==> config.mk <==
export PLATFORM = sky130hd
export DESIGN_NAME = secded_scrub_decoder
export DESIGN_NICKNAME = d
export VERILOG_FILES = /design/src/rtl/secded_pkg.sv /design/src/rtl/secded_syndrome.sv /design/src/rtl/secded_scrub_decoder.sv
export SDC_FILE = /design/constraint.sdc
export NUM_CORES = 1
export LEC_CHECK = 0
export ABC_AREA = 0
export BUFFER_PORTS_ARGS = -buffer_cell sky130_fd_sc_hd__buf_2
export CAP_MARGIN = 20
export CORE_MARGIN = 2
export CORE_UTILIZATION = 44
export DETAILED_ROUTE_END_ITERATION = 6
export PLACE_DENSITY = 0.78
export SLEW_MARGIN = 10
export SYNTH_ARGS = -nofsm -noshare
export SYNTH_HDL_FRONTEND = slang
export SYNTH_SLANG_ARGS = --single-unit
==> constraint.sdc <==
create_clock -name clk -period 3.5 [get_ports clk]
set_input_delay 0.7 -clock clk [delete_from_list [all_inputs] [get_ports clk]]
set_output_delay 0.7 -clock clk [all_outputs]
set_load 0.05 [all_outputs]
==> src/rtl/secded_pkg.sv <==
// Shared SECDED(39,32) definitions: widths, parity positions and the
// data-to-codeword bit map used by both the encoder and the scrub decoder.
//   CW_W     codeword width (32 data + 6 Hamming parity + 1 overall parity)
//   PAR_IDX  Hamming parity positions (2^k - 1)
//   OVP_IDX  overall-parity position
//   DATA_IDX codeword index of data bit i
package secded_pkg;
  localparam int CW_W   = 39;
  localparam int DATA_W = 32;
  localparam int SYN_W  = 6;

  localparam int PAR_IDX [SYN_W] = '{0, 1, 3, 7, 15, 31};
  localparam int OVP_IDX = 38;

  localparam int DATA_IDX [DATA_W] = '{
     2,  4,  5,  6,  8,  9, 10, 11, 12, 13, 14, 16, 17, 18, 19, 20,
    21, 22, 23, 24, 25, 26, 27, 28, 29, 30, 32, 33, 34, 35, 36, 37
  };

  typedef struct packed {
    logic [CW_W-1:0]  cw;
    logic [SYN_W-1:0] syn;
    logic             par;
  } s1_t;

  typedef struct packed {
    logic [DATA_W-1:0] data;
    logic [CW_W-1:0]   cw;
    logic              ce;
    logic              ue;
    logic [SYN_W-1:0]  syn;
  } s2_t;

  // Gather the data bits out of a codeword.
  function automatic logic [DATA_W-1:0] cw_data(input logic [CW_W-1:0] cw);
    logic [DATA_W-1:0] d;
    for (int i = 0; i < DATA_W; i++) d[i] = cw[DATA_IDX[i]];
    return d;
  endfunction
endpackage

==> src/rtl/secded_syndrome.sv <==
// Combinational SECDED checker.
//   cw  : 39-bit codeword
//   syn : Hamming syndrome; bit k = XOR of cw[j-1] over positions j (1..38)
//         with bit k of j set. The overall-parity bit is not part of it.
//   par : XOR of all codeword bits (1 = odd number of flipped bits)
module secded_syndrome
  import secded_pkg::*;
(
  input  logic [CW_W-1:0]  cw,
  output logic [SYN_W-1:0] syn,
  output logic             par
);
  always_comb begin
    syn = '0;
    for (int j = 1; j < CW_W; j++)
      for (int k = 0; k < SYN_W; k++)
        if (j[k]) syn[k] = syn[k] ^ cw[j-1];
  end

  assign par = ^cw;
endmodule

==> src/rtl/secded_scrub_decoder.sv <==
// Two-stage SECDED(39,32) scrub decoder with ready/valid on both sides.
//   in_valid/in_ready/in_cw    : codeword input
//   out_valid/out_ready        : result handshake
//   out_data, out_cw           : corrected data / codeword (raw on out_ue)
//   out_ce, out_ue, out_syn    : corrected / uncorrectable flags, syndrome
//   ce_count, ue_count         : saturating counters, bumped on handshake
//   cnt_clr                    : clears both counters, beats an increment
// Stage 1 registers codeword+syndrome+parity, stage 2 the corrected result.
module secded_scrub_decoder
  import secded_pkg::*;
#(
  parameter int CNT_W = 16
) (
  input  logic              clk,
  input  logic              rst_n,
  input  logic              in_valid,
  output logic              in_ready,
  input  logic [CW_W-1:0]   in_cw,
  output logic              out_valid,
  input  logic              out_ready,
  output logic [DATA_W-1:0] out_data,
  output logic [CW_W-1:0]   out_cw,
  output logic              out_ce,
  output logic              out_ue,
  output logic [SYN_W-1:0]  out_syn,
  output logic [CNT_W-1:0]  ce_count,
  output logic [CNT_W-1:0]  ue_count,
  input  logic              cnt_clr
);
  localparam int STAGES = 2;
  localparam logic [CNT_W-1:0] CNT_MAX = '1;

  logic [STAGES:1]  vld_pipe;
  s1_t              s1_q;
  s2_t              s2_q, s2_d;
  logic [SYN_W-1:0] syn;
  logic             par;
  logic [SYN_W-1:0] fidx;
  logic             s1_adv, s2_adv, hs;

  secded_syndrome u_syn (.cw(in_cw), .syn(syn), .par(par));

  assign s2_adv   = !vld_pipe[2] | out_ready;
  assign s1_adv   = !vld_pipe[1] | s2_adv;
  assign in_ready = s1_adv;
  assign hs       = vld_pipe[2] & out_ready;

  // Zero syndrome with odd parity means only the overall-parity bit flipped.
  assign fidx = (s1_q.syn == '0) ? SYN_W'(OVP_IDX) : s1_q.syn - SYN_W'(1);

  always_comb begin
    s2_d     = '0;
    s2_d.cw  = s1_q.cw;
    s2_d.syn = s1_q.syn;
    if (s1_q.syn == '0 && !s1_q.par) begin
      // clean
    end else if (s1_q.par && s1_q.syn <= SYN_W'(OVP_IDX)) begin
      s2_d.cw = s1_q.cw ^ (CW_W'(1) << fidx);
      s2_d.ce = 1'b1;
    end else begin
      // even parity with nonzero syndrome, or a syndrome past the codeword
      s2_d.ue = 1'b1;
    end
    s2_d.data = cw_data(s2_d.cw);
  end

  always_ff @(posedge clk) begin
    if (!rst_n) begin
      vld_pipe <= '0;
      s1_q     <= '0;
      s2_q     <= '0;
    end else begin
      if (s1_adv) begin
        vld_pipe[1] <= in_valid;
        if (in_valid) s1_q <= '{cw: in_cw, syn: syn, par: par};
      end
      if (s2_adv) begin
        vld_pipe[2] <= vld_pipe[1];
        if (vld_pipe[1]) s2_q <= s2_d;
      end
    end
  end

  always_ff @(posedge clk) begin
    if (!rst_n || cnt_clr) begin
      ce_count <= '0;
      ue_count <= '0;
    end else if (hs) begin
      if (s2_q.ce && ce_count != CNT_MAX) ce_count <= ce_count + 1'b1;
      if (s2_q.ue && ue_count != CNT_MAX) ue_count <= ue_count + 1'b1;
    end
  end

  assign out_valid = vld_pipe[2];
  assign out_data  = s2_q.data;
  assign out_cw    = s2_q.cw;
  assign out_ce    = s2_q.ce;
  assign out_ue    = s2_q.ue;
  assign out_syn   = s2_q.syn;
endmodule

==> impl_metrics.csv, run 1 <==
group,metric,value,unit
clocking,postCtsSetupRepairBufs,0,
sta,timing.final.crit_share,77.9,%
sta,final-hold-violation-count,0,
clocking,clkSinkCount,127,
pwr,ir_worst_vdd,0.000388,V
logic_synthesis,seq_area_frac_synth,38.3,%
logic_synthesis,synthSimpleGateAreaFrac,20.0,%
worst_setup_path,worst-path-buf-inv,1,
clocking,cts.path.max_buffers,2,
floorplan,start_util,45.4,%
routing,wire_per_inst,16.1,um
clocking,cts_resized,0,
floorplan,rows,44,
outcome,run_status,"finished, final reports clean",
layout,area_delta_synth_final,19.6,%
worst_setup_path,worstPathArrival,3000,ps
clocking,h-tree-depth,4,
sta,clock.fmax,0.367,GHz
floorplan,die_area,16100,sq um
logic_synthesis,avgSynthCellArea,8.46,sq um
worst_setup_path,reg2reg_depth,8,
routing,drtPass1Iterations,5,
pwr,power.leakage,3.24,nW
placement,globalplace.congestion,0.863,
logic_synthesis,synth_area,6640,sq um
logic_synthesis,yosys.area.top_type_share,38.3,%
worst_setup_path,cpLargestDelayFamily,"simple AND/OR/NAND/NOR gates",
clocking,clk_latency,420,ps
sta,period_minus_slack,2730,ps
logic_synthesis,synth_compound_area_share,13.7,%
layout,layout.cells.non_filler,1090,
floorplan,ios,157,
worst_setup_path,cp-endpoint,"out_data[3]",
layout,finalNetCount,942,
routing,viasPerCell,5.25,
placement,portBuffers,156,
worst_setup_path,max_stage_delay,430,ps
clocking,cts_tree,"built",
logic_synthesis,synth_top_family_by_area,"simple AND/OR/NAND/NOR gates",
logic_synthesis,yosysMostFrequentCell,"dfxtp_1",
global_route,grt_pass1_wl,27400,um
placement,dp_hpwl,12800,um
logic_synthesis,synth-async-reset-ratio,0,%
layout,drive_gt1_share,24.4,%
clocking,numCtsBuffers,17,
hold_path,hp-class,"reg2reg",
logic_synthesis,ys_ff_latch,127,
clocking,postCtsHoldBufs,0,
sta,tns,0,ps
worst_setup_path,cp_slowest_cell,"nand4_2",
logic_synthesis,synth_xor_area_share,19.3,%
sta,finalClockSkew,8.02,ps
routing,vias,5725,
sta,max-slew-margin-rel,45.2,%
worst_setup_path,crit_start,"s1_q[2]",
routing,drc,0,
global_route,overflow,0,
logic_synthesis,synthMuxAreaShare,0.527,%
placement,dpl-instance-area,7280,sq um
worst_setup_path,crit_fanout,12,
logic_synthesis,syn-num-nets,834,
sta,slew_violations,0,
global_route,grt_max_degree,84,
logic_synthesis,netlist_top_cells_area,"dfxtp_1 38%, xnor2_1 11%, a21oi_1 7.2%, nand2_1 7.1%, xor2_1 4.6%",
worst_setup_path,r2r-end,"out_data[3]",
logic_synthesis,yosys_warnings,0,
placement,place_inst,1058,
routing,drt_iter0_markers,495,
floorplan,die_h,127,um
floorplan,core,14600,sq um
routing,wl,17500,um
worst_setup_path,r2r_slack,770,ps
logic_synthesis,synthAdderAreaFrac,0.942,%
worst_setup_path,cp-end-kind,"register",
worst_setup_path,crit_cells,8,
worst_setup_path,start_kind,"register",
clocking,cts-root-buf,"clkbuf_16",
global_route,antenna_found_initial,0,
sta,tightest_slew,817,ps
global_route,grt_pass1_vias,5115,
logic_synthesis,synth_flop_cell,"dfxtp_1",
sta,rsz0062_at_grt,"no",
worst_setup_path,crit_type,"reg2reg",
logic_synthesis,synth_area_leader_cell,"dfxtp_1",
flow_run,maxCapViolCount,0,
layout,antennaDiodeCount,0,
logic_synthesis,synthTopCellsByCount,"127 x dfxtp_1, 126 x nand2_1, 95 x a21oi_1",
floorplan,die_w,127,um
clocking,clkTransAtPathRegs,60,ps
logic_synthesis,synth_cell_types,61,
sta,setup_viol,0,
worst_setup_path,required,3770,ps
logic_synthesis,postSynthCellCount,785,
worst_setup_path,path_cells,"inv_1 > ha_1 > nor3b_4 > mux2i_1 > nand4_2 > nor4_4 > xnor2_1 > a21oi_1",
worst_setup_path,r2r_start,"s1_q[2]",
logic_synthesis,synth_edf_count,0,
pwr,power.density,636,nW/um^2
global_route,grt_usage,21.8,%
layout,final_cell_area,7950,sq um
routing,ant_nets,0,
## flip-flops by register name, summed over array words and instances (netlist names)
signal,cells
ce_count,16
out_ue,1
out_data,31
ue_count,16
out_ce,1
out_cw,8
vld_pipe,2
s1_q,46
out_syn,6
## placed cells by master (no fill, tap or decap), types with 4 or more instances in the layout
cell / count
buf_2: 156
dfxtp_1: 127
nand2_1: 126
a21oi_1: 95
xnor2_1: 87
nor2_1: 52
o21ai_0: 44
xor2_1: 35
nand3_1: 21
clkbuf_16: 17
nor3_1: 13
inv_1: 11
xnor3_1: 7
nor3_2: 6
buf_4: 6
nand3b_1: 5
and3_1: 5
or3_1: 5
ha_1: 5
bufinv_16: 5
nor2b_1: 4
nand2b_1: 4
nand4_1: 4
## routing by layer
layer / wire, um / track usage (%) / vias to the layer above
li1: - / - / 2823
met1: 8020 / 31.3 / 2625
met2: 7710 / 32.3 / 249
met3: 1440 / 4.89 / 28
met4: 348 / 7.50 / 0
met5: 0 / 0 / -
## stage by stage
step	setup WS (ps)	hold WS, ps	utilization [%]	total power, mW
after floorplan	1260	446	-	2.80
after CTS	761	463	54.3	5.07
after detailed placement	792	450	49.7	3.09
after global routing	530	478	54.3	5.25
after global placement	815	445	49.6	3.09
final	773	462	54.3	5.06
## worst reg2reg max path, stage by stage (launching register included)
cell	delay, ps
dfxtp_1	420
inv_1	130
ha_1	340
nor3b_4	380
mux2i_1	300
nand4_2	430
nor4_4	360
xnor2_1	150
a21oi_1	80
## report_power, final
| group | leakage [nW] | total (mW) | switching, mW | internal, mW |
|---|---|---|---|---|
| Sequential | 1.04 | 1.66 | 0.129 | 1.53 |
| Clock | 0.313 | 1.98 | 0.676 | 1.31 |
| Combinational | 1.89 | 1.41 | 0.909 | 0.503 |
## cells by family (layout without fill, tap and decap cells)
group,after synthesis,in the layout
flip-flops,127,127
AO/OA/AOI/OAI,162,162
buffers and inverters,85,206
AND/OR/NAND/NOR,271,271
adder cells (fa/ha/maj),5,5
multiplexers,3,3
XOR/XNOR,132,132
## final cells by class
cell class | instances | area (sq um)
Clock buffer | 20 | 457
Clock inverter | 12 | 208
Fill cell | 1362 | 6700
Inverter | 11 | 41.3
Multi-Input combinational cell | 573 | 3630
Sequential cell | 127 | 2540
Tap cell | 184 | 230
Timing Repair Buffer | 163 | 841
## worst min path at each step
stage,start,end,slack [ps],depth (start not counted)
floorplan,s1_q[29],s1_q[29],450,2
global placement,out_syn[0],out_syn[0],440,2
detailed placement,out_syn[5],out_syn[5],450,2
CTS,out_syn[5],out_syn[5],460,2
global route,out_syn[5],out_syn[5],480,2
finish,out_syn[1],out_syn[1],460,2
No activity file was read; power rests on OpenSTA's default activity.
==> inputs of run 2 (changes only) <==
PLACE_DENSITY = 0.81   (was 0.78)
clock period = 2.5 ns   (was 3.5 ns; I/O delays follow)
==> impl_metrics.csv, run 2 (same netlist as run 1, synthesis figures left out) <==
group,metric,value,unit
floorplan,rows,44,
hold_path,whs_endpoint,"vld_pipe[1]",
layout,regMostFlops,"s1_q",
placement,globalplace.congestion,0.967,
worst_setup_path,r2r_start,"s1_q[4]",
clocking,clk_latency,420,ps
hold_path,hp-class,"in2reg",
layout,area_delta_synth_final,20.2,%
routing,wl,17300,um
layout,finalNetCount,952,
placement,dp_hpwl,12900,um
floorplan,die_w,127,um
routing,wire_per_inst,15.8,um
placement,portBuffers,156,
clocking,cts-root-buf,"clkbuf_16",
clocking,cts_tree,"built",
worst_setup_path,cpLargestDelayFamily,"compound AO/OA/AOI/OAI gates",
clocking,clkTransAtPathRegs,60,ps
worst_setup_path,cp-end-kind,"register",
clocking,clkSinkCount,127,
clocking,h-tree-depth,4,
hold_path,hold_depth,3,
routing,drt_iter0_markers,487,
sta,timing.final.crit_share,95.2,%
worst_setup_path,worstPathArrival,2680,ps
worst_setup_path,start_kind,"register",
floorplan,start_util,45.4,%
clocking,numCtsBuffers,17,
layout,ff_latch_area,2540,sq um
worst_setup_path,reg2reg_depth,7,
worst_setup_path,max_stage_delay,670,ps
global_route,grt_usage,21.6,%
sta,max-slew-margin-rel,40.1,%
sta,tns,0,ps
pwr,power.leakage,3.26,nW
pwr,ir_worst_vdd,0.000650,V
floorplan,die_area,16100,sq um
worst_setup_path,path_cells,"buf_4 > nor4_1 > o21ai_1 > o211ai_2 > nor3_1 > xnor2_1 > a21oi_1",
outcome,run_status,"finished, final reports clean",
layout,multi_input_area,3650,sq um
sta,period_minus_slack,2380,ps
layout,drive_gt1_share,25.2,%
layout,layout_common_cells,"156 x buf_2, 127 x dfxtp_1, 126 x nand2_1",
layout,largest_reg_flops,46,
routing,vias,5797,
global_route,grt_pass1_vias,5238,
sta,tightest_slew,898,ps
worst_setup_path,crit_fanout,12,
clocking,cts.path.max_buffers,2,
floorplan,die_h,127,um
sta,slew_violations,0,
floorplan,core,14600,sq um
hold_path,hold_start,"in_valid",
routing,ant_nets,0,
worst_setup_path,r2r-end,"out_data[25]",
pwr,power,6.83,mW
sta,finalClockSkew,13.1,ps
sta,final-hold-violation-count,0,
layout,antennaDiodeCount,0,
sta,clock.fmax,0.420,GHz
layout,final_common_cell,"buf_2",
global_route,antenna_found_initial,0,
routing,viasPerCell,5.27,
worst_setup_path,r2r_slack,120,ps
sta,rsz0062_at_grt,"no",
worst_setup_path,crit_type,"reg2reg",
sta,setup_viol,0,
worst_setup_path,worst-path-buf-inv,1,
flow_run,maxCapViolCount,0,
pwr,power.density,856,nW/um^2
floorplan,ios,157,
layout,nFillCells,1328,
routing,drtPass1Iterations,5,
routing,drc,0,
sta,worst_hold_slack,328,ps
global_route,grt_max_degree,84,
worst_setup_path,cp_slowest_cell,"dfxtp_1",
global_route,overflow,0,
worst_setup_path,required,2790,ps
global_route,grt_pass1_wl,27300,um
-- run 2: cell types whose count changed in the layout (fill, tap and decap cells not counted), sizes merged --
cell / before / now
buf: 163 / 173
clkinvlp: 3 / 6
bufinv: 5 / 2
inv: 12 / 13
clkbuf: 20 / 19
clkinv: 3 / 2
-- run 2: worst max path at each step --
stage               cells past startpoint  slack, ps   startpoint            to
floorplan                               7        260  ce_count[0]  ce_count[15]
global placement                        8        220      s1_q[1]   out_data[3]
detailed placement                      8         90      s1_q[1]   out_data[3]
CTS                                     8         70      s1_q[1]   out_data[3]
global route                            7         30      s1_q[4]  out_data[25]
finish                                  7        120      s1_q[4]  out_data[25]
-- run 2: stage by stage --
stage | utilization (%) | cells | setup slack [ps] | instance area [sq um]
finish | 54.5 | 1099 | 119 | 7980
global route | 54.5 | 1099 | 26.0 | 7980
CTS | 54.4 | 1099 | 68.8 | 7970
detailed placement | 50.4 | 1068 | 94.3 | 7380
global placement | 50.4 | 1068 | 216 | 7380
floorplan | - | 785 | 260 | 6640
-- run 2: tightest hold or removal path, delay by kind of cell --
kind,cells,cell delay [ps]
AOI/OAI and AO/OA,1,40
and+or+nand+nor,1,70
buffers and inverters,1,100
-- run 2: area by class of cell --
type                            count  area share (%)
Multi-Input combinational cell    573            45.7
Tap cell                          184            2.88
Inverter                           11           0.517
Timing Repair Buffer              173            11.7
Clock buffer                       19            5.67
Sequential cell                   127            31.8
Clock inverter                     12            1.71
-- run 2: layer usage --
metal,part of all wire (%),vias up,track usage [%]
li1,-,2843,-
met1,47,2699,30.4
met2,45,234,32.4
met3,6.4,21,5.40
met4,1.6,0,7.43
met5,0,-,0
-- run 2: what timing repair did --
item | CTS | global route
resized for setup | 0 | 3
setup buffers | 0 | 0
hold buffers | 0 | 0
setup endpoints to repair | 0 | 12
-- run 2: where the power goes --
group,switching (mW),internal (mW)
combinational,1.32,0.776
sequential,0.146,2.15
clock,0.926,1.52
total,2.39,4.44
==> inputs of run 3 (changes only) <==
CTS_BUF_LIST = sky130_fd_sc_hd__clkbuf_8   (was default)
GPL_TIMING_DRIVEN = 0   (was default)
PLACE_DENSITY = 0.8   (was 0.81)
SYNTH_HIERARCHICAL = 1   (was default)
==> impl_metrics.csv, run 3 <==
group,metric,value,unit
outcome,run_status,"finished, final reports clean",
worst_setup_path,cp-end-kind,"register",
sta,setup_viol,0,
logic_synthesis,syn-num-nets,870,
floorplan,start_util,45.0,%
logic_synthesis,yosysMostFrequentCell,"nand2_1",
worst_setup_path,cpLargestDelayFamily,"compound AO/OA/AOI/OAI gates",
layout,finalNetCount,1047,
logic_synthesis,netlist_top_cells_area,"dfxtp_1 35%, xnor2_1 11%, nand2_1 7.5%, a21boi_0 5.7%, xnor3_1 4.4%",
sta,max-slew-margin-rel,48.3,%
clocking,clkTransAtPathRegs,80,ps
floorplan,die_h,132,um
routing,wl,20400,um
floorplan,die_w,132,um
routing,ant_nets,0,
flow_run,maxCapViolCount,0,
layout,layout.cells.non_filler,1227,
routing,drt_iter0_markers,358,
clocking,postCtsHoldBufs,0,
logic_synthesis,synth-async-reset-ratio,0,%
layout,regMostFlops,"s1_q",
placement,place_inst,1192,
clocking,clkSinkCount,127,
placement,pre_cts_slack,-714,ps
layout,area_delta_synth_final,25.6,%
global_route,overflow,0,
logic_synthesis,synthAdderAreaFrac,0.871,%
floorplan,ios,157,
pwr,power.density,792,nW/um^2
logic_synthesis,yosys.area.top_type_share,35.4,%
sta,tightest_slew,768,ps
worst_setup_path,crit_fanout,10,
floorplan,core,15900,sq um
logic_synthesis,synth_compound_area_share,17.0,%
layout,nFillCells,1469,
pwr,ir_worst_vdd,0.000473,V
logic_synthesis,synth_area,7180,sq um
logic_synthesis,synth_cell_types,65,
worst_setup_path,start_kind,"register",
layout,layout_common_cells,"160 x buf_2, 142 x nand2_1, 125 x dfxtp_1",
logic_synthesis,synth_area_leader_cell,"dfxtp_1",
clocking,cts-root-buf,"clkbuf_8",
routing,wire_per_inst,16.7,um
logic_synthesis,yosys_warnings,6,
logic_synthesis,ys_ff_latch,127,
sta,timing.final.crit_share,99.1,%
clocking,h-tree-depth,4,
worst_setup_path,max_stage_delay,530,ps
worst_setup_path,required,2830,ps
global_route,grt_max_degree,17,
sta,final-hold-violation-count,0,
clocking,clk_latency,460,ps
hold_path,hp-class,"in2reg",
logic_synthesis,seq_area_frac_synth,35.4,%
logic_synthesis,synthTopCellsByCount,"144 x nand2_1, 127 x dfxtp_1, 92 x xnor2_1",
worst_setup_path,path_cells,"buf_4 > inv_1 > ha_4 > or4b_1 > a21boi_2 > a2111oi_4 > xnor2_2 > a21oi_1",
logic_synthesis,postSynthCellCount,821,
floorplan,die_area,17400,sq um
routing,vias,6628,
layout,antennaDiodeCount,0,
placement,dp_hpwl,15600,um
routing,viasPerCell,5.40,
clocking,cts.path.max_buffers,2,
logic_synthesis,synth_top_family_by_area,"simple AND/OR/NAND/NOR gates",
logic_synthesis,avgSynthCellArea,8.75,sq um
placement,globalplace.congestion,0.986,
sta,worst_hold_slack,295,ps
worst_setup_path,crit_type,"reg2reg",
routing,drc,0,
global_route,grt_pass1_wl,31700,um
routing,drtPass1Iterations,5,
clocking,numCtsBuffers,17,
worst_setup_path,worst-path-buf-inv,2,
pwr,power.leakage,3.54,nW
global_route,grt_pass1_vias,6030,
global_route,antenna_found_initial,0,
global_route,grt_usage,23.0,%
layout,largest_reg_flops,46,
sta,clock.fmax,0.404,GHz
layout,final_common_cell,"buf_2",
floorplan,rows,46,
logic_synthesis,synth_xor_area_share,18.5,%
logic_synthesis,synthSimpleGateAreaFrac,20.4,%
clocking,cts_tree,"built",
layout,multi_input_area,4450,sq um
logic_synthesis,synth_edf_count,0,
sta,slew_violations,0,
worst_setup_path,worstPathArrival,2810,ps
layout,ff_latch_area,2550,sq um
sta,setup_ws,22.1,ps
placement,portBuffers,155,
sta,finalClockSkew,16.7,ps
sta,period_minus_slack,2480,ps
logic_synthesis,synthMuxAreaShare,1.13,%
layout,drive_gt1_share,29.3,%
worst_setup_path,cp_slowest_cell,"or4b_1",
logic_synthesis,synth_flop_cell,"dfxtp_1",
run 3: area by class of cell:
class	instances	area share (%)
Multi-Input combinational cell	605	49.3
Sequential cell	127	28.2
Timing Repair Buffer	158	8.85
Buffer	83	5.53
Clock buffer	20	3.05
Tap cell	216	3.00
Clock inverter	12	1.76
Inverter	6	0.277
run 3: worst min-delay path: stages:
cell and delay [ps]:
buf_2 100, nand2_1 40, a21boi_0 60
run 3: final timing paths:
kind | from | to | slack (ps) | depth (start not counted)
setup / recovery | s1_q[2] | out_cw[15] | 20 | 8
hold / removal | in_cw[11] | s1_q[18] | 300 | 3
setup reg to reg | s1_q[2] | out_cw[15] | 20 | 8
hold reg to reg | out_cw[3] | out_cw[3] | 450 | 2
run 3: power breakdown:
| part | switching, mW | leakage, nW | internal, mW | total [mW] |
|---|---|---|---|---|
| clock network | 0.846 | 0.204 | 1.07 | 1.91 |
| registers | 0.109 | 1.04 | 2.14 | 2.25 |
| logic | 1.86 | 2.30 | 1.13 | 2.99 |
run 3: logic make-up after synthesis:
logic type,after synthesis
AO/OA/AOI/OAI,167
XOR/XNOR,124
adder cells (fa/ha/maj),5
buffers and inverters,89
flip-flops,127
multiplexers,8
AND/OR/NAND/NOR,301
run 3: stage by stage:
step | TNS (ps) | power (mW) | util [%] | cell area [sq um]
finish | 0 | 7.15 | 56.6 | 9020
global route | -49.1 | 7.40 | 56.6 | 9020
CTS | 0 | 6.97 | 55.9 | 8910
detailed placement | -17630 | 4.73 | 51.6 | 8230
global placement | -17700 | 4.71 | 51.6 | 8230
floorplan | 0 | 4.13 | - | 7180
run 3: repair_timing:
item,4_1_cts,5_1_grt
setup endpoints to repair,39,27
hold endpoints to repair,0,0
gates resized for setup,43,21
pin swaps,2,12
setup buffers,3,0
run 3: per-layer routing:
metal | routed length, um | GRT usage [%]
met5 | 0 | 0
met2 | 9540 | 37.4
met3 | 1550 | 4.54
met1 | 8730 | 30.2
met4 | 622 | 9.06
